==> config.mk <==
export PLATFORM = sky130hd
export DESIGN_NAME = wb_master_arbiter_flat
export DESIGN_NICKNAME = d
export VERILOG_FILES = /design/src/rtl/wb_master_arbiter_if.sv /design/src/rtl/wb_master_arbiter.sv /design/src/flat_wrapper.sv
export SDC_FILE = /design/constraint.sdc
export NUM_CORES = 1
export LEC_CHECK = 0
export ABC_AREA = 1
export CAP_MARGIN = 20
export CORE_AREA = 2 2 126 128
export DETAILED_ROUTE_END_ITERATION = 7
export DIE_AREA = 0 0 128 130
export GPL_ROUTABILITY_DRIVEN = 0
export MAX_ROUTING_LAYER = met4
export PLACE_DENSITY = 0.55
export SYNTH_ARGS = -nofsm -noshare
export SYNTH_HDL_FRONTEND = slang
export SYNTH_SLANG_ARGS = --single-unit
==> constraint.sdc <==
create_clock -name clk_i -period 2 [get_ports clk_i]
set_input_delay 0.2 -clock clk_i [delete_from_list [all_inputs] [get_ports clk_i]]
set_output_delay 0.2 -clock clk_i [all_outputs]
set_load 0.02 [all_outputs]
==> src/rtl/wb_master_arbiter_if.sv <==
// Pipelined Wishbone bundle used by all three arbiter ports.
// MASTER drives the request side; SLAVE drives the response side.
interface wishbone_if #(
  parameter int AW = 32,
  parameter int DW = 32
);
  logic            cyc;
  logic            stb;
  logic            we;
  logic [AW-1:0]   adr;
  logic [DW-1:0]   wdata;
  logic [DW/8-1:0] sel;
  logic [DW-1:0]   rdata;
  logic            ack;
  logic            err;
  logic            stall;

  modport MASTER (
    output cyc, stb, we, adr, wdata, sel,
    input  rdata, ack, err, stall
  );

  modport SLAVE (
    input  cyc, stb, we, adr, wdata, sel,
    output rdata, ack, err, stall
  );
endinterface

==> src/rtl/wb_master_arbiter.sv <==
// Two-master round-robin Wishbone (pipelined) arbiter, grant locked for the whole cyc.
// Optional bus watchdog: define WB_ARB_WATCHDOG_EN to add the ABORT state and wd timer.
//
// state  | meaning
// IDLE   | no grant, s_if.cyc low
// GRANT0 | m0 owns s_if until it drops cyc
// GRANT1 | m1 owns s_if until it drops cyc
// ABORT  | watchdog fired; wait for the aborted master to drop cyc
module wb_master_arbiter #(
  parameter int AW             = 32,
  parameter int DW             = 32,
  parameter int OUTST_W        = 3,
  parameter int TIMEOUT_CYCLES = 255
) (
  input  logic       clk_i,
  input  logic       rst_i,
  wishbone_if.SLAVE  m0_if,
  wishbone_if.SLAVE  m1_if,
  wishbone_if.MASTER s_if,
  output logic [1:0] grant_o
);

  typedef enum logic [1:0] {
    IDLE,
    GRANT0,
    GRANT1
`ifdef WB_ARB_WATCHDOG_EN
    , ABORT
`endif
  } state_t;

  localparam logic [OUTST_W-1:0] OUTST_MAX = '1;

  state_t          state, state_next;
  logic            last_grant;
  logic [OUTST_W-1:0] outst;
  logic            gnt0, gnt1, full, accepted, resp;
  logic            abort_err0, abort_err1;
  logic            mx_cyc, mx_stb, mx_we;
  logic [AW-1:0]   mx_adr;
  logic [DW-1:0]   mx_wdata;
  logic [DW/8-1:0] mx_sel;

  // Grants are masked by reset so the ports are quiet during the reset cycle itself.
  always_comb begin
    gnt0     = (state == GRANT0) && !rst_i;
    gnt1     = (state == GRANT1) && !rst_i;
    full     = (outst == OUTST_MAX);
    mx_cyc   = 1'b0;
    mx_stb   = 1'b0;
    mx_we    = 1'b0;
    mx_adr   = '0;
    mx_wdata = '0;
    mx_sel   = '0;
    if (gnt0) begin
      mx_cyc   = m0_if.cyc;
      mx_stb   = m0_if.stb;
      mx_we    = m0_if.we;
      mx_adr   = m0_if.adr;
      mx_wdata = m0_if.wdata;
      mx_sel   = m0_if.sel;
    end else if (gnt1) begin
      mx_cyc   = m1_if.cyc;
      mx_stb   = m1_if.stb;
      mx_we    = m1_if.we;
      mx_adr   = m1_if.adr;
      mx_wdata = m1_if.wdata;
      mx_sel   = m1_if.sel;
    end
    accepted = mx_stb && !full && !s_if.stall;
    resp     = (gnt0 || gnt1) && (s_if.ack || s_if.err);
  end

  always_comb begin
    s_if.cyc    = mx_cyc;
    s_if.stb    = mx_stb && !full;
    s_if.we     = mx_we;
    s_if.adr    = mx_adr;
    s_if.wdata  = mx_wdata;
    s_if.sel    = mx_sel;
    m0_if.stall = gnt0 ? (s_if.stall || full) : 1'b1;
    m0_if.ack   = gnt0 && s_if.ack;
    m0_if.err   = (gnt0 && s_if.err) || abort_err0;
    m0_if.rdata = s_if.rdata;
    m1_if.stall = gnt1 ? (s_if.stall || full) : 1'b1;
    m1_if.ack   = gnt1 && s_if.ack;
    m1_if.err   = (gnt1 && s_if.err) || abort_err1;
    m1_if.rdata = s_if.rdata;
    grant_o     = {gnt1, gnt0};
  end

`ifdef WB_ARB_WATCHDOG_EN
  localparam int WD_W = $clog2(TIMEOUT_CYCLES + 1);

  logic [WD_W-1:0] wd;
  logic            wd_hit, abort_m, abort_first;

  assign wd_hit     = (wd == WD_W'(TIMEOUT_CYCLES));
  assign abort_err0 = abort_first && !abort_m && !rst_i;
  assign abort_err1 = abort_first && abort_m && !rst_i;

  always_ff @(posedge clk_i) begin
    if (rst_i) begin
      wd          <= '0;
      abort_m     <= 1'b0;
      abort_first <= 1'b0;
    end else begin
      abort_first <= (state_next == ABORT) && (state != ABORT);
      if ((state_next == ABORT) && (state != ABORT))
        abort_m <= (state == GRANT1);
      if ((state_next != state) || resp || (outst == '0) || !(gnt0 || gnt1))
        wd <= '0;
      else if (!wd_hit)
        wd <= wd + 1'b1;
    end
  end
`else
  logic unused_timeout;
  assign unused_timeout = (TIMEOUT_CYCLES != 0);
  assign abort_err0     = 1'b0;
  assign abort_err1     = 1'b0;
`endif

  always_comb begin
    state_next = state;
    case (state)
      IDLE: begin
        if (m0_if.cyc && m1_if.cyc)
          state_next = last_grant ? GRANT0 : GRANT1;
        else if (m0_if.cyc)
          state_next = GRANT0;
        else if (m1_if.cyc)
          state_next = GRANT1;
      end
      GRANT0: begin
        if (!m0_if.cyc)
          state_next = m1_if.cyc ? GRANT1 : IDLE;
`ifdef WB_ARB_WATCHDOG_EN
        else if (wd_hit)
          state_next = ABORT;
`endif
      end
      GRANT1: begin
        if (!m1_if.cyc)
          state_next = m0_if.cyc ? GRANT0 : IDLE;
`ifdef WB_ARB_WATCHDOG_EN
        else if (wd_hit)
          state_next = ABORT;
`endif
      end
`ifdef WB_ARB_WATCHDOG_EN
      ABORT: begin
        if (!(abort_m ? m1_if.cyc : m0_if.cyc))
          state_next = IDLE;
      end
`endif
      default: state_next = IDLE;
    endcase
  end

  // Any state change drops the outstanding count, which also covers abandoned cycles.
  always_ff @(posedge clk_i) begin
    if (rst_i) begin
      state      <= IDLE;
      last_grant <= 1'b1;
      outst      <= '0;
    end else begin
      state <= state_next;
      if ((state_next == GRANT0) && (state != GRANT0))
        last_grant <= 1'b0;
      else if ((state_next == GRANT1) && (state != GRANT1))
        last_grant <= 1'b1;
      if (state_next != state)
        outst <= '0;
      else if (accepted && !resp)
        outst <= outst + 1'b1;
      else if (!accepted && resp && (outst != '0))
        outst <= outst - 1'b1;
    end
  end

endmodule

==> src/flat_wrapper.sv <==
// flat-port wrapper written by rule: the top's interface ports become plain ports
module wb_master_arbiter_flat 
#(
  parameter int AW             = 32,
  parameter int DW             = 32,
  parameter int OUTST_W        = 3,
  parameter int TIMEOUT_CYCLES = 255
)
  (clk_i, rst_i, grant_o, m0_if_cyc, m0_if_stb, m0_if_we, m0_if_adr, m0_if_wdata, m0_if_sel, m0_if_rdata, m0_if_ack, m0_if_err, m0_if_stall, m1_if_cyc, m1_if_stb, m1_if_we, m1_if_adr, m1_if_wdata, m1_if_sel, m1_if_rdata, m1_if_ack, m1_if_err, m1_if_stall, s_if_cyc, s_if_stb, s_if_we, s_if_adr, s_if_wdata, s_if_sel, s_if_rdata, s_if_ack, s_if_err, s_if_stall);
  wishbone_if #(.AW(AW), .DW(DW)) m0_if_i ();
  wishbone_if #(.AW(AW), .DW(DW)) m1_if_i ();
  wishbone_if #(.AW(AW), .DW(DW)) s_if_i ();
  input  logic clk_i;
  input  logic rst_i;
  output logic [1:0] grant_o;
  input wire logic [$bits(m0_if_i.cyc)-1:0] m0_if_cyc;
  input wire logic [$bits(m0_if_i.stb)-1:0] m0_if_stb;
  input wire logic [$bits(m0_if_i.we)-1:0] m0_if_we;
  input wire logic [$bits(m0_if_i.adr)-1:0] m0_if_adr;
  input wire logic [$bits(m0_if_i.wdata)-1:0] m0_if_wdata;
  input wire logic [$bits(m0_if_i.sel)-1:0] m0_if_sel;
  output wire logic [$bits(m0_if_i.rdata)-1:0] m0_if_rdata;
  output wire logic [$bits(m0_if_i.ack)-1:0] m0_if_ack;
  output wire logic [$bits(m0_if_i.err)-1:0] m0_if_err;
  output wire logic [$bits(m0_if_i.stall)-1:0] m0_if_stall;
  input wire logic [$bits(m1_if_i.cyc)-1:0] m1_if_cyc;
  input wire logic [$bits(m1_if_i.stb)-1:0] m1_if_stb;
  input wire logic [$bits(m1_if_i.we)-1:0] m1_if_we;
  input wire logic [$bits(m1_if_i.adr)-1:0] m1_if_adr;
  input wire logic [$bits(m1_if_i.wdata)-1:0] m1_if_wdata;
  input wire logic [$bits(m1_if_i.sel)-1:0] m1_if_sel;
  output wire logic [$bits(m1_if_i.rdata)-1:0] m1_if_rdata;
  output wire logic [$bits(m1_if_i.ack)-1:0] m1_if_ack;
  output wire logic [$bits(m1_if_i.err)-1:0] m1_if_err;
  output wire logic [$bits(m1_if_i.stall)-1:0] m1_if_stall;
  output wire logic [$bits(s_if_i.cyc)-1:0] s_if_cyc;
  output wire logic [$bits(s_if_i.stb)-1:0] s_if_stb;
  output wire logic [$bits(s_if_i.we)-1:0] s_if_we;
  output wire logic [$bits(s_if_i.adr)-1:0] s_if_adr;
  output wire logic [$bits(s_if_i.wdata)-1:0] s_if_wdata;
  output wire logic [$bits(s_if_i.sel)-1:0] s_if_sel;
  input wire logic [$bits(s_if_i.rdata)-1:0] s_if_rdata;
  input wire logic [$bits(s_if_i.ack)-1:0] s_if_ack;
  input wire logic [$bits(s_if_i.err)-1:0] s_if_err;
  input wire logic [$bits(s_if_i.stall)-1:0] s_if_stall;
  assign m0_if_i.cyc = m0_if_cyc;
  assign m0_if_i.stb = m0_if_stb;
  assign m0_if_i.we = m0_if_we;
  assign m0_if_i.adr = m0_if_adr;
  assign m0_if_i.wdata = m0_if_wdata;
  assign m0_if_i.sel = m0_if_sel;
  assign m0_if_rdata = m0_if_i.rdata;
  assign m0_if_ack = m0_if_i.ack;
  assign m0_if_err = m0_if_i.err;
  assign m0_if_stall = m0_if_i.stall;
  assign m1_if_i.cyc = m1_if_cyc;
  assign m1_if_i.stb = m1_if_stb;
  assign m1_if_i.we = m1_if_we;
  assign m1_if_i.adr = m1_if_adr;
  assign m1_if_i.wdata = m1_if_wdata;
  assign m1_if_i.sel = m1_if_sel;
  assign m1_if_rdata = m1_if_i.rdata;
  assign m1_if_ack = m1_if_i.ack;
  assign m1_if_err = m1_if_i.err;
  assign m1_if_stall = m1_if_i.stall;
  assign s_if_cyc = s_if_i.cyc;
  assign s_if_stb = s_if_i.stb;
  assign s_if_we = s_if_i.we;
  assign s_if_adr = s_if_i.adr;
  assign s_if_wdata = s_if_i.wdata;
  assign s_if_sel = s_if_i.sel;
  assign s_if_i.rdata = s_if_rdata;
  assign s_if_i.ack = s_if_ack;
  assign s_if_i.err = s_if_err;
  assign s_if_i.stall = s_if_stall;
  wb_master_arbiter #(.AW(AW), .DW(DW), .OUTST_W(OUTST_W), .TIMEOUT_CYCLES(TIMEOUT_CYCLES)) u_core (.clk_i(clk_i), .rst_i(rst_i), .m0_if(m0_if_i), .m1_if(m1_if_i), .s_if(s_if_i), .grant_o(grant_o));
endmodule
==> run metrics, run 1 <==
Initial Util 10.79%; CP max stage cell clkdlybuf4s50_1; area of the die 0.01664 sq mm; total track usage 10.69%; post-synth top area share 36.32%; initial antenna violation count 0; switch share 32.19%; Root Buffer clkbuf_16; critical path's largest stage delay 0.61 ns; Setup Skew 0.0005554 ns; I/O Buffers 225; vias per cell 3.940; core footprint 0.01542 sq mm; width of the chip 128 um; Comb pwr share 63.8%; Data arrival, critical path 1.65 ns; CTS hold repair buffers 0; Sw Pwr 0.4018 mW; Cell Area, Synth 0.001664 sq mm; Final Critical Period 1.846 ns; Synth area leaders a22o_1 (36%), buf_4 (30%), dfxtp_1 (7.2%), buf_2 (4.2%), nand2_1 (3.6%); setup ws final 0.1543 ns; Mapped Cells 229; GRT overflow 0; slew margin rel. 82.99%; EDFF count, synth 0; syn_area_per_cell 7.267 sq um; top-count cell post-synth a22o_1; Fin Hold WS 0.3251 ns; CTS buffer count 3; drt pass-1 iters 4; Tcrit/Tclk final 92.29%; post-synth top area cell a22o_1; Worst-Skew Late Latency 0.22 ns; largest net degree at the start of global routing 52; final WL 10280 um; CP max FO 4; Final Setup Violations 0; DP Area 0.003754 sq mm; FP Rows 46; pre-CTS setup slack -0.3108 ns; register area share after synthesis 7.218%; Synth top cells by count a22o_1 (69), buf_4 (66), nand2_1 (16); CP top delay family buffers and inverters; hold crit path type primary input to flop; DP Wirelength 8110 um; Synth cell types 23; clock-pin slew on the worst setup and hold paths 0.03 ns; routed length per instance 17.61 um; CP Class flop to output pin; CTS tree built; YS warnings 0; worst slew pin tran 0.2562 ns; Bufs and invs on worst path 3; initial drt markers 67; via count 2301; vias in the first global route 2261; max cap viols 0; Int Pwr 0.8462 mW; Power Dens Cells 320.9 mW/mm^2; top_reg_cell synth dfxtp_1; DRC errors left 0; area delta synth->final 133.7%; nets@finish 574; leakage 1.686 nW; layout cells sized above 1 18.62%; Critical Path RT 1.80 ns; Syn Nets 409; die span in y 130 um; Max Clock Freq 0.5418 GHz; first-pass GRT wire length 13250 um; Clock Sinks 6; clock share of power 25.4%; startpoint class of the critical path flop; worst path cell trace inv_2 > nand3_2 > buf_4 > nor2_1 > clkdlybuf4s50_1; I/O pins 322; outcome completed; final antenna-violating net count 0; endpoints failing hold 0; H-tree depth 1; maximum root-to-sink buffer count 2; fin area 0.003889 sq mm; Synth Register Bits 6; VDD IR-drop max 328.8 uV; Worst Setup End Kind output pin; Flop pwr share 10.8%; RSZ-0062 raised after global routing no; FFs w/ async S/R, synth 0%; # diodes 0; fin. max-slew vios 0
## what timing repair did
| item | CTS | global route |
|---|---|---|
| cloned | 1 | 1 |
| setup endpoints to repair | 68 | 59 |
| setup buffers | 0 | 1 |
| pin swaps | 0 | 0 |
| resized for setup | 114 | 32 |
| endpoints found under the hold margin | 0 | 0 |
## cell families after synthesis
kind of cell,after synthesis,synth area share (%)
AND/OR/NAND/NOR,53,15.94
flip-flops,6,7.218
buffers and inverters,94,37.14
AO/OA/AOI/OAI,75,38.50
adder cells (fa/ha/maj),1,1.203
## placed cells by master (no fill, tap or decap)
master / count
o21ai_0: 1
a21oi_2: 1
nand2_2: 4
nand4_4: 1
clkbuf_2: 7
inv_2: 3
o21ai_2: 1
dlymetal6s2s_1: 3
o21ai_1: 2
inv_1: 9
buf_12: 7
a22o_1: 68
nand2_1: 15
nor2_1: 14
clkdlybuf4s15_1: 9
nor2_2: 3
nand3_2: 2
dlygate4sd2_1: 33
nor2_4: 2
inv_4: 2
buf_16: 1
a22o_4: 1
buf_4: 11
o211ai_1: 1
nor3_1: 1
nand3_1: 8
clkdlybuf4s50_1: 147
and2_2: 1
clkbuf_16: 4
dfxtp_1: 6
clkdlybuf4s15_2: 20
nand4_1: 2
buf_8: 1
fa_2: 1
## layout make-up
type,instances,area [sq um]
Fill cell,1679,11540
Timing Repair Buffer,240,2439
Multi-Input combinational cell,129,957.2
Tap cell,192,240.2
Sequential cell,6,120.1
Clock buffer,3,75.07
Inverter,14,57.56
## metrics by stage
stage	cells	utilization (%)	TNS [ns]	power [mW]
2_1_floorplan	229	-	0	0.6074
3_3_place_gp	578	24.33	-13.50	0.9483
3_5_place_dp	578	24.33	-14.96	0.9541
4_1_cts	582	24.90	-0.2409	1.249
5_1_grt	584	25.21	0	1.309
6_report	584	25.21	0	1.248
## state kept, by name (all words and copies together), names as in the netlist
| name | cells |
|---|---|
| u_core.outst | 3 |
| u_core.state | 2 |
| u_core.last_grant | 1 |
## metal layers
metal	vias to the layer above	GRT usage, %	share of wire [%]
met3	5	4.346	11
met4	0	0.9696	0.31
met2	157	18.40	49
li1	1086	-	-
met5	-	-	0
met1	1053	12.16	40
## power groups by stage
stage	Sequential (mW)	Clock [mW]	Combinational [mW]
6_report	0.134	0.317	0.797
4_1_cts	0.133	0.322	0.793
5_1_grt	0.135	0.329	0.845
2_1_floorplan	0.136	0	0.472
3_5_place_dp	0.135	0	0.819
3_3_place_gp	0.134	0	0.814
## worst min-delay path: stages
cell and delay [ns]:
dlymetal6s2s_1 0.13, buf_4 0.14, nor2_1 0.04
## final timing paths
kind | endpoint | depth (start not counted) | from | slack [ns]
max | m0_if_ack | 5 | u_core.state[1]$_SDFF_PP0_ | 0.15
min | u_core.state[0]$_SDFF_PP0_ | 3 | rst_i | 0.33
max reg2reg | u_core.outst[2]$_SDFFE_PP0P_ | 11 | u_core.state[1]$_SDFF_PP0_ | 0.17
min reg2reg | u_core.last_grant$_SDFFE_PP1P_ | 2 | u_core.last_grant$_SDFFE_PP1P_ | 0.52
No activity file was read; power rests on OpenSTA's default activity.
==> inputs of run 2 (changes only) <==
--- a/config.mk
+++ b/config.mk
@@ -9,4 +9,5 @@
 export CAP_MARGIN = 20
 export CORE_AREA = 2 2 126 128
+export CTS_CLUSTER_DIAMETER = 150
 export DETAILED_ROUTE_END_ITERATION = 7
 export DIE_AREA = 0 0 128 130
==> constraint.sdc (replaced) <==
create_clock -name clk_i -period 2 [get_ports clk_i]
set_input_delay 0.2 -clock clk_i [delete_from_list [all_inputs] [get_ports clk_i]]
set_output_delay 0.2 -clock clk_i [all_outputs]
set_load 0.05 [all_outputs]
==> run 2 against run 1 <==
Maximum frequency down 1.8%. Clock-buffer cell count unchanged. Sequential power hardly changed. Hold slack improved by 0.075 ns. Flip-flop and latch count unchanged. Die area stayed put. Global-route usage about the same. Clock power increased by 2%. First-iteration DRC count up 10%. Critical endpoint is now s_if_wdata[24]. Worst setup slack got worse by 0.033 ns. Largest power group unchanged. Via count shrank 1.1%. Clock skew is 0.0025 ns higher.
==> run metrics, run 2 (synthesized netlist as in run 1, its figures left out) <==
outcome completed; CTS tree built; initial drt markers 74; CTS buffer count 3; CP max FO 36; post-CTS setup buffer count 0; I/O Buffers 225; fin. max-slew vios 0; max reg flops 3; RSZ-0062 raised after global routing no; vias per cell 3.924; biggest regs u_core.outst (3), u_core.state (2), u_core.last_grant (1); Max Clock Freq 0.5322 GHz; CP Class primary input to output pin; DP Wirelength 8179 um; Layout Utilization 29.56%; CP max stage cell clkdlybuf4s50_1; layout cells sized above 1 28.17%; Initial Util 10.79%; area of the die 0.01664 sq mm; non-filler cells, final 580; Worst Setup SP rst_i; setup ws final 0.1208 ns; placed insts 576; hold crit path type primary input to output pin; most frequent cells in the layout clkdlybuf4s50_1 (146), buf_12 (81), a22o_1 (69); area delta synth->final 174.0%; worst r2r src u_core.state[1]$_SDFF_PP0_; Root Buffer clkbuf_16; Final Critical Period 1.879 ns; H-tree depth 1; vias in the first global route 2384; Tcrit/Tclk final 93.96%; routed length per instance 16.73 um; leading cell type in the layout, fill and taps excluded clkdlybuf4s50_1; CP top delay family buffers and inverters; largest net degree at the start of global routing 43; Clock Sinks 6; maximum root-to-sink buffer count 2; Critical Path RT 1.80 ns; Power Dens Cells 365.5 mW/mm^2; drt pass-1 iters 4; critical path's largest stage delay 0.44 ns; Hold Startpoint s_if_rdata[15]; Final TNS setup 0 ns; final WL 9706 um; pre-CTS setup slack -0.03409 ns; width of the chip 128 um; DRC errors left 0; total track usage 10.71%; initial antenna violation count 1; first-pass GRT wire length 13470 um; worst path cell trace clkdlybuf4s50_1 > inv_2 > nand3_2 > inv_2 > buf_12 > a22o_1 > buf_12; Final Setup Violations 0; I/O pins 322; worst slew pin tran 0.2587 ns; Bufs and invs on worst path 5; startpoint class of the critical path primary input; Data arrival, critical path 1.68 ns; Worst Setup End Kind output pin; Setup Skew 0.003026 ns; die span in y 130 um; max cap viols 0; post-cts resize count 0; leakage 1.789 nW; CTS hold repair buffers 0; nets@finish 569; FP Rows 46; final antenna-violating net count 0; GRT overflow 0; VDD IR-drop max 359.0 uV; slew margin rel. 82.73%; via count 2276; core footprint 0.01542 sq mm; endpoints failing hold 0; Worst-Skew Late Latency 0.23 ns; Biggest register u_core.outst
[run 2: cell types whose count changed in the layout (fill, tap and decap cells not counted), moves of 7 or more]
cell             previous run  this run
buf_12                      7        81
clkbuf_2                    7         0
clkdlybuf4s15_1             9         0
clkdlybuf4s15_2            20         0
dlygate4sd2_1              33         0
[run 2: final cells by class]
class | count | area, sq um
Tap cell | 192 | 240.2
Sequential cell | 6 | 120.1
Timing Repair Buffer | 235 | 3143
Multi-Input combinational cell | 129 | 925.9
Antenna cell | 1 | 2.502
Inverter | 14 | 52.55
Fill cell | 1579 | 10870
Clock buffer | 3 | 75.07
[run 2: worst paths after layout]
kind	slack [ns]	endpoint	cells after the start
min	0.40	m0_if_rdata[15]	0
max reg2reg	0.20	u_core.outst[2]$_SDFFE_PP0P_	10
min reg2reg	0.52	u_core.last_grant$_SDFFE_PP1P_	2
max	0.12	s_if_wdata[24]	7
[run 2: layer usage]
metal | global-route usage (%) | up-vias | part of all wire, %
li1 | - | 1074 | -
met1 | 11.59 | 1039 | 37
met2 | 18.91 | 154 | 50
met3 | 4.387 | 9 | 12
met4 | 1.551 | 0 | 0.68
met5 | - | - | 0
[run 2: stage by stage]
step	cell area [sq um]	hold WS [ns]	power (mW)
2_1_floorplan	1664	0.2724	0.9560
3_3_place_gp	4482	0.4005	1.345
3_5_place_dp	4482	0.4005	1.352
4_1_cts	4557	0.4005	1.684
5_1_grt	4559	0.4001	1.740
6_report	4559	0.4000	1.667
[run 2: power breakdown]
part           switching, mW  total [mW]  internal, mW
logic                  0.555        1.21         0.654
registers            0.00919       0.137         0.127
clock network         0.0651       0.322         0.256
